$ cat config.mk
export PLATFORM = sky130hd
export DESIGN_NAME = sync_fifo_write_ptr
export DESIGN_NICKNAME = d
export VERILOG_FILES = /design/src/rtl/sync_fifo_write_ptr.sv
export SDC_FILE = /design/constraint.sdc
export NUM_CORES = 1
export LEC_CHECK = 0
export ABC_AREA = 0
export BUFFER_PORTS_ARGS = -buffer_cell sky130_fd_sc_hd__buf_2
export CAP_MARGIN = 30
export CORE_MARGIN = 2
export CORE_UTILIZATION = 35
export CTS_CLUSTER_DIAMETER = 200
export DETAILED_ROUTE_END_ITERATION = 16
export PLACE_DENSITY = 0.68
export SYNTH_ARGS = -nofsm -noshare
export SYNTH_HDL_FRONTEND = slang
export SYNTH_SLANG_ARGS = --single-unit
$ cat constraint.sdc
create_clock -name clk -period 2.4 [get_ports clk]
set_clock_uncertainty 0.2 [all_clocks]
set_input_delay 0.24 -clock clk [delete_from_list [all_inputs] [get_ports clk]]
set_output_delay 0.24 -clock clk [all_outputs]
set_load 0.05 [all_outputs]
$ cat src/rtl/sync_fifo_write_ptr.sv
`default_nettype none
// ============================================================================
// Module   : sync_fifo_write_ptr
// Brief    : Write-side pointer, accept logic and status flags for a
//            single-clock FIFO, with sticky overflow and a high-water mark.
// Revision : 1.0 - initial release
// ============================================================================
module sync_fifo_write_ptr #(
    parameter int DEPTH        = 4,
    parameter int PTR_WIDTH    = $clog2(DEPTH) + 1,
    parameter int AFULL_THRESH = DEPTH - 1
) (
    input  logic                 clk,
    input  logic                 rst,
    input  logic                 wen,
    input  logic [PTR_WIDTH-1:0] r_ptr,
    output logic [PTR_WIDTH-1:0] w_ptr,
    output logic [PTR_WIDTH-2:0] waddr,
    output logic                 mem_wen,
    output logic                 full,
    output logic                 almost_full,
    output logic [PTR_WIDTH-1:0] count,
    output logic                 overflow,
    input  logic                 clr_stat,
    output logic [PTR_WIDTH-1:0] high_water
);

    localparam logic [PTR_WIDTH-1:0] c_afull_thresh = PTR_WIDTH'(AFULL_THRESH);
    localparam logic [PTR_WIDTH-1:0] c_ptr_one      = PTR_WIDTH'(1);

    logic [PTR_WIDTH-1:0] r_w_ptr;
    logic                 r_overflow;
    logic [PTR_WIDTH-1:0] r_high_water;

    logic                 w_full;
    logic                 w_accept;
    logic [PTR_WIDTH-1:0] w_count;

    // Equal addresses with differing wrap bits means a full lap ahead of the reader.
    assign w_full   = (r_w_ptr[PTR_WIDTH-1] != r_ptr[PTR_WIDTH-1]) &&
                      (r_w_ptr[PTR_WIDTH-2:0] == r_ptr[PTR_WIDTH-2:0]);
    assign w_count  = r_w_ptr - r_ptr;
    assign w_accept = wen & ~w_full & ~rst;

    always_ff @(posedge clk) begin
        if (rst) begin
            r_w_ptr <= '0;
        end else if (w_accept) begin
            r_w_ptr <= r_w_ptr + c_ptr_one;
        end
    end

    // A fresh overflow in the clearing cycle must not be lost, so set wins.
    always_ff @(posedge clk) begin
        if (rst) begin
            r_overflow <= 1'b0;
        end else if (wen & w_full) begin
            r_overflow <= 1'b1;
        end else if (clr_stat) begin
            r_overflow <= 1'b0;
        end
    end

    // Clearing restarts tracking from the present occupancy rather than zero.
    always_ff @(posedge clk) begin
        if (rst) begin
            r_high_water <= '0;
        end else if (clr_stat) begin
            r_high_water <= w_count;
        end else if (w_count > r_high_water) begin
            r_high_water <= w_count;
        end
    end

    assign w_ptr       = r_w_ptr;
    assign waddr       = r_w_ptr[PTR_WIDTH-2:0];
    assign mem_wen     = w_accept;
    assign full        = w_full;
    assign count       = w_count;
    assign almost_full = (w_count >= c_afull_thresh);
    assign overflow    = r_overflow;
    assign high_water  = r_high_water;

endmodule
`default_nettype wire

After elaboration in Yosys (flattened, before gate mapping)
Index checks and enable logic that the tools add are counted.
- reductions and logical operators: 3
- magnitude comparators: 2
- multiplexer cells: 4
- equality and inequality tests: 2
- bitwise operators: 5
- $add $sub $neg: 2
- operators with widths (operator ; number):
    two-way mux 3 bit ; 2
    nonzero test 2 bit ; 2
    adder 3 x 1 -> 3 bit, second input constant ; 1
    AND 1 bit ; 3
    >= comparator 3 x 2 -> 1 bit, second input constant ; 1
    > comparator 3 bit ; 1
    subtractor 3 bit ; 1
    == test 2 bit ; 1
    two-way mux 1 bit ; 2
    inverter 1 bit ; 2
    logical AND 1 bit ; 1
    inequality test 1 bit ; 1
- register bits: 7
- output and inout port bits: 15

Depth between registers and ports, before layout
Gate-level depths: netlist of run 1.
- word-level depth: 5
- gate-level depth with buffers: 9
- gate-level depth less buffers: 9

Worst setup path after synthesis of run 1
No wires, ideal clock.
- kind: register to register
- from: reg r_w_ptr[0], in the netlist w_ptr[0]
- to: reg r_high_water[0], in the netlist high_water[0]
- setup slack: -838 ps
- cell stages (with the launch flop): 10
- data arrival time: 2917 ps
- clock period less this slack: 3238 ps
- library setup time: 121 ps
- data required time: 2079 ps
- path through: dfxtp_1 -> inv_1 -> ha_1 -> inv_1 -> fa_1 -> ha_1 -> nor2b_1 -> o21ai_0 -> a32oi_2 -> mux2_2
- cells in the longest elaborated chain, start to end: 3
- elaborated cells on any way between the ends: 5
- RTL lines (what ; line ; RTL):
    from (decl) ; 31 ; logic [PTR_WIDTH-1:0] r_w_ptr;
    from (signal assigned) ; 49 ; r_w_ptr <= r_w_ptr + c_ptr_one;
    subtractor 3 bit ; 42 ; assign w_count = r_w_ptr - r_ptr;
    via count[1] ; 22 ; output logic [PTR_WIDTH-1:0] count,
    > comparator 3 bit ; 70 ; end else if (w_count > r_high_water) begin
    nonzero test 2 bit (no line) ; n/a ;
    to (signal assigned) ; 69 ; r_high_water <= w_count;
    to (signal assigned) ; 71 ; r_high_water <= w_count;
    to (decl) ; 33 ; logic [PTR_WIDTH-1:0] r_high_water;
The timed path passes the listed nets, and every way through them passes these cells. The select of a mux whose other input is x is not followed.
A chain may end at the register's enable or synchronous reset.

Worst setup path after layout of run 1
- from: reg r_w_ptr[0], in the netlist w_ptr[0]
- to: reg r_high_water[0], in the netlist high_water[0]
- cells in the longest elaborated chain, start to end: 3
- elaborated cells on any way between the ends: 5
- RTL lines (what ; line):
    subtractor 3 bit * ; 42
    > comparator 3 bit / two-way mux 3 bit (equally long branches) ; 70
    nonzero test 2 bit (no line) / two-way mux 3 bit (equally long branches) ; n/a
Every way passes the cells marked *; elsewhere a longest branch is shown, timed or not. The select of a mux whose other input is x is not followed.

==> impl_results.md, run 1 <==
- P&R area growth vs syn: 46.05%
- DRT Pass-1 Iters: 2
- Routed vias: between 400 and 500
- Family with the most delay on the worst path: adder cells
- Initial antenna violation count: 0
- Chip Width: 40.86 µm
- IO Port Bufs: 21
- Clock sink total: 7
- First-pass GRT wire length: 1.676 mm
- Register area share after synthesis: 29.47%
- Hold buffers post-CTS: 0
- Highest-delay cell along the critical path: fa_2
- Initial Util: 37.00%
- Power density over the cells: 971.3 nW/µm²
- Worst Max-Slew Pin Slew: 0.4492 ns
- Worst Hold Class: in2reg
- Clock Tree Buf Depth: 2
- Global-route usage over all layers: around 16%
- CTS root buffer: clkbuf_4
- Period minus WS final: 2.397 ns
- CP Capture Type: register
- Unrepaired setup endpoints after global routing: true
- Worst-Skew Late Latency: between 0.2 and 0.3 ns
- Worst-path clk slew: roughly 0.06 ns
- Most frequent CP cell: ha_4
- Global route total overflow: 0
- Final setup TNS: 0 ns
- CP max stage delay: ~0.46 ns
- Final ANT Viol Nets: 0
- Ant diodes: 0
- Drt total wl: 965 µm
- Largest net degree at the start of global routing: 11
- Synth cell types: 22
- Final hold vios: 0
- # DRC: 0
- Syn Inst Count: 53
- Fin util: 54.04%
- Headroom to the max-slew limit: 69.74%
- Die height: around 41 µm
- Crit Path Class: reg2reg
- Mean Syn Cell Area: between 8 and 9 µm²
- Via density: approximately 4.6
- Critical path buffer and inverter count: 2
- Startpoint types: register
- Placed standard-cell area: 653.1 µm²
- Arr. time, crit path: 2.35 ns
- TritonCTS Buffers: 3
- Core box area: 1285 µm²
- Maximum fanout along the worst path: 3
- Peak VDD IR: 0.4225 mV
- Run status: finished clean
- CP cell instances: inv_4 > ha_4 > inv_2 > fa_2 > ha_4 > nor2b_4 > o21ai_2 > a32oi_2 > mux2_4
- Fmax: 417.2 MHz
- Cell Area, Synth: 475.5 µm²
- Most common cell after layout, fill and taps aside: buf_2
- Finished Layout Cells: 94
- Design area: just under 700 µm²
- Fin nets: slightly above 90
- Crit share post-route: 99.87%
- Placed insts: 90
- Post-DR wirelength/cell: approximately 10 µm
- Commonest cells after routing, fill and taps aside: 21 x buf_2, 7 x nor2_1, 5 x inv_1, 5 x dfxtp_1, 4 x buf_4
- Num ports: 22
- Max_cap viols: 0
- # setup viols final: 0
- Rows: 13
- Share of cells above drive strength 1: 54.43%
- Leak: 0.3607 nW
- Max H-tree Level: 1
- Starting DRT DRC Count: 2
- Max-slew violation count: 0
- Req. time, crit path: 2.35 ns
- Seq cells post-synth: 7
- YS warnings: 0
- GP Congestion: 0.6775
- TritonCTS clock tree: done
- Syn Nets: 66
- Dpl hpwl: 820 µm
- Die ar.: approximately 1700 µm²
- Vias in the first global route: 402
## logic make-up after synthesis
group                      Yosys count  share of synthesized area, %
DFF                                  7                         29.47
adders and majority gates            6                         17.37
AOI/OAI and AO/OA                    9                         14.47
xor gates and xnor gates             4                         8.949
and+or+nand+nor                     14                         13.69
buffers and inverters               10                         9.473
muxes                                3                         6.579
## flip-flops by register name, summed over array words and instances (netlist names)
register	flops
high_water	3
overflow	1
w_ptr	3
## cell type report
| type | instances | area [µm²] |
|---|---|---|
| clock buffers | 4 | 26.28 |
| fillers | 122 | 590.6 |
| inverters | 7 | 28.78 |
| multi-input cells | 36 | 340.3 |
| flip-flops and latches | 7 | 145.1 |
| well taps | 15 | 18.77 |
| repair buffers | 25 | 135.1 |
## metal layers
layer | vias up | wire length (µm) | GRT usage (%)
li1 | 225 | - | -
met1 | 191 | 465 | 19.54
met2 | 17 | 408 | 23.05
met3 | 2 | 74 | 6.522
met4 | 0 | 16 | 10.00
met5 | - | 0 | 0
## stage by stage
stage / worst slack, ns / hold WS, ns / power [mW]
3_5_place_dp: -0.04581 / 0.2797 / 0.5365
5_1_grt: -0.08263 / 0.07308 / 0.7232
4_1_cts: -0.003140 / 0.05101 / 0.6649
2_1_floorplan: -0.3007 / 0.1883 / 0.4530
6_report: 0.003062 / 0.05425 / 0.6745
3_3_place_gp: -0.01822 / 0.2778 / 0.5286
## power breakdown
part	leakage [nW]	total (mW)	switching, mW	internal, mW
Combinational	0.287	0.412	0.257	0.155
Sequential	0.0587	0.149	0.0150	0.134
Clock	0.0150	0.113	0.0494	0.0638
## what timing repair did
item                       4_1_cts  5_1_grt
setup endpoints to repair        2        2
pin swaps                        3        0
setup buffers                    0        0
gates resized for setup          3        2
## synth_stat cells, drive strengths merged
cell | instances | share of area, %
buf | 3 | 3.9
o211ai | 1 | 1.6
nor2b | 3 | 3.9
dfxtp | 7 | 29
o21ba | 1 | 2.1
nor2 | 7 | 5.5
nand2b | 2 | 2.6
inv | 7 | 5.5
a21oi | 1 | 1.1
ha | 5 | 13
a32oi | 1 | 3.4
mux2i | 2 | 4.2
o21ai | 3 | 3.2
xnor2 | 3 | 7.1
nand2 | 2 | 1.6
mux2 | 1 | 2.4
a21o | 1 | 1.6
fa | 1 | 4.2
a22oi | 1 | 1.6
xor2 | 1 | 1.8
## path summary, 6_finish.rpt
check                       end  slack, ns  cells past startpoint           from
hold reg to reg   high_water[1]       0.29                      2  high_water[1]
setup reg to reg  high_water[0]      0.003                      9       w_ptr[0]
setup / recovery  high_water[0]      0.003                      9       w_ptr[0]
hold / removal         overflow       0.05                      3            wen
## tightest hold or removal path, delay by kind of cell
family	cells	cell delay, ns
compound gates	1	0.06
buf+inv	1	0.10
simple gates	1	0.07
Power figures use the tool's default switching activity.
==> inputs of run 2 (changes only) <==
- CORE_AREA: not set -> 2 2 39 41
- CORE_MARGIN: 2 -> not set
- CORE_UTILIZATION: 35 -> not set
- DIE_AREA: not set -> 0 0 41 43
- PLACE_DENSITY: 0.68 -> 0.69
==> impl_results.md, run 2 (synthesis results as in run 1) <==
- Run status: finished with violations (was finished clean)
- Failing checks: setup timing
- Final setup TNS: -0.01948 ns (was 0 ns)
- Period minus WS final: 2.419 ns (was 2.397 ns)
- Final hold vios: 0 (unchanged)
- Largest net degree at the start of global routing: 11 (unchanged)
- Power density over the cells: 971.9 nW/µm² (was 971.3 nW/µm²)
- Post-DR wirelength/cell: 11.32 µm (was 10.27 µm)
- Via density: 4.453 (was 4.628)
- Routed vias: 423 (was 435)
- Initial antenna violation count: 0 (unchanged)
- Clock Tree Buf Depth: 2 (unchanged)
- TritonCTS clock tree: done (unchanged)
- Arr. time, crit path: 2.36 ns (was 2.35 ns)
- Filler Cell Count: 132 (was 122)
- Peak VDD IR: 0.3724 mV (was 0.4225 mV)
- Sequential Area: 145.1 µm² (unchanged)
- Worst-path clk slew: 0.06 ns (about the same)
- Fin util: 50.27% (was 54.04%)
- Setup Buffers After CTS: 0 (unchanged)
- Crit share post-route: 100.8% (was 99.87%)
- P&R area growth vs syn: 46.32% (was 46.05%)
- Family with the most delay on the worst path: adder cells (unchanged)
- Headroom to the max-slew limit: 70.44% (was 69.74%)
- Dpl hpwl: 880.1 µm (was 820 µm)
- Worst Hold Class: in2reg (unchanged)
- Clock sink total: 7 (unchanged)
- Placed standard-cell area: 654.4 µm² (was 653.1 µm²)
- Num ports: 22 (unchanged)
- Maximum fanout along the worst path: 3 (unchanged)
- CP cell instances: inv_4 > ha_4 > inv_2 > fa_2 > ha_4 > nor2b_4 > o21ai_2 > a32oi_2 > mux2_4 (unchanged)
- Share of cells above drive strength 1: 54.43% (unchanged)
- Most frequent CP cell: ha_4 (unchanged)
- # setup viols final: 1 (was 0)
- Drt total wl: 1.075 mm (was 965 µm)
- Die height: 43 µm (was 40.86 µm)
- First-pass GRT wire length: 1.614 mm (was 1.676 mm)
- Req. time, crit path: 2.34 ns (was 2.35 ns)
- CP max stage delay: 0.46 ns (about the same)
- CTS root buffer: clkbuf_4 (unchanged)
- Vias in the first global route: 400 (was 402)
- Max_cap viols: 0 (unchanged)
- Unrepaired setup endpoints after global routing: true (unchanged)
- Initial Util: 34.36% (was 37.00%)
- Chip Width: 41 µm (was 40.86 µm)
- Final ANT Viol Nets: 0 (unchanged)
- Crit Path Class: reg2reg (unchanged)
- # DRC: 0 (unchanged)
- Highest-delay cell along the critical path: fa_2 (unchanged)
- Global-route usage over all layers: 13.87% (was 16.05%)
- Max H-tree Level: 1 (unchanged)
- Fmax: 413.3 MHz (was 417.2 MHz)
- Ant diodes: 0 (unchanged)
- IO Port Bufs: 21 (unchanged)
- GP Congestion: 0.6309 (was 0.6775)
- Core box area: 1384 µm² (was 1285 µm²)
- Worst-Skew Late Latency: 0.25 ns (was 0.26 ns)
- Design area: 695.7 µm² (was 694.4 µm²)
- Startpoint types: register (unchanged)
- Starting DRT DRC Count: 4 (was 2)
- Max-slew violation count: 0 (unchanged)
- Slack of the critical path: -0.01948 ns (was 0.003062 ns)
- Die ar.: 1763 µm² (was 1669 µm²)
- Dpl ws: -0.09503 ns (was -0.04581 ns)
- Commonest cells after routing, fill and taps aside: 21 x buf_2, 7 x nor2_1, 5 x inv_1, 5 x dfxtp_1, 4 x buf_4 (unchanged)
- DRT Pass-1 Iters: 4 (was 2)
- TritonCTS Buffers: 3 (unchanged)
- CP Capture Type: register (unchanged)
- Most common cell after layout, fill and taps aside: buf_2 (unchanged)
- Area of the multi-input gates: 340.3 µm² (unchanged)
- Critical path buffer and inverter count: 2 (unchanged)
- Design Power: 0.6761 mW (was 0.6745 mW)
- Fin nets: 93 (unchanged)
- Hold buffers post-CTS: 0 (unchanged)
- Global route total overflow: 0 (unchanged)
- Worst Max-Slew Pin Slew: 0.4387 ns (was 0.4492 ns)
- Leak: 0.3607 nW (unchanged)
- Worst reg-to-reg setup slack: -0.02 ns (was 0.003 ns)
- Rows: 14 (was 13)
run 2: path summary, 6_finish.rpt:
check                                    from            end  cells after the start
worst max-delay path                 w_ptr[0]  high_water[0]                      9
worst min-delay path                      wen       overflow                      3
worst max register to register       w_ptr[0]  high_water[0]                      9
worst min register to register  high_water[1]  high_water[1]                      2
run 2: per-stage QoR:
| stage | cells | hold WS [ns] |
|---|---|---|
| 3_5_place_dp | 91 | 0.2898 |
| 4_1_cts | 95 | 0.05150 |
| 3_3_place_gp | 91 | 0.2812 |
| 5_1_grt | 95 | 0.05957 |
| 6_report | 95 | 0.05441 |
| 2_1_floorplan | 53 | 0.1883 |
run 2: timing repair:
item,in CTS,in global routing
setup endpoints to repair,2,3
gates resized for setup,5,0
hold endpoints to repair,0,0
pin swaps,3,0
run 2: power by group:
part,internal [mW],switching (mW)
Sequential,0.134,0.0152
Combinational,0.154,0.260
Clock,0.0639,0.0494
run 2: cell type report:
class                           instances  area share, %
Clock buffer                            4          3.777
Inverter                                7          4.137
Multi-Input combinational cell         36          48.92
Sequential cell                         7          20.86
Tap cell                               16          2.878
Timing Repair Buffer                   25          19.42
run 2: routing by layer:
metal / track usage, % / vias to the layer above / part of all wire, %
met5: 0 / - / 0
met4: 10.00 / 0 / 0
met3: 3.141 / 0 / 5.4
met2: 21.56 / 19 / 52
met1: 15.48 / 184 / 43
li1: - / 220 / -
run 2: tightest hold or removal path, cell delays in order:
cell,delay (ns)
buf_2,0.10
a22oi_1,0.06
nor2_1,0.08
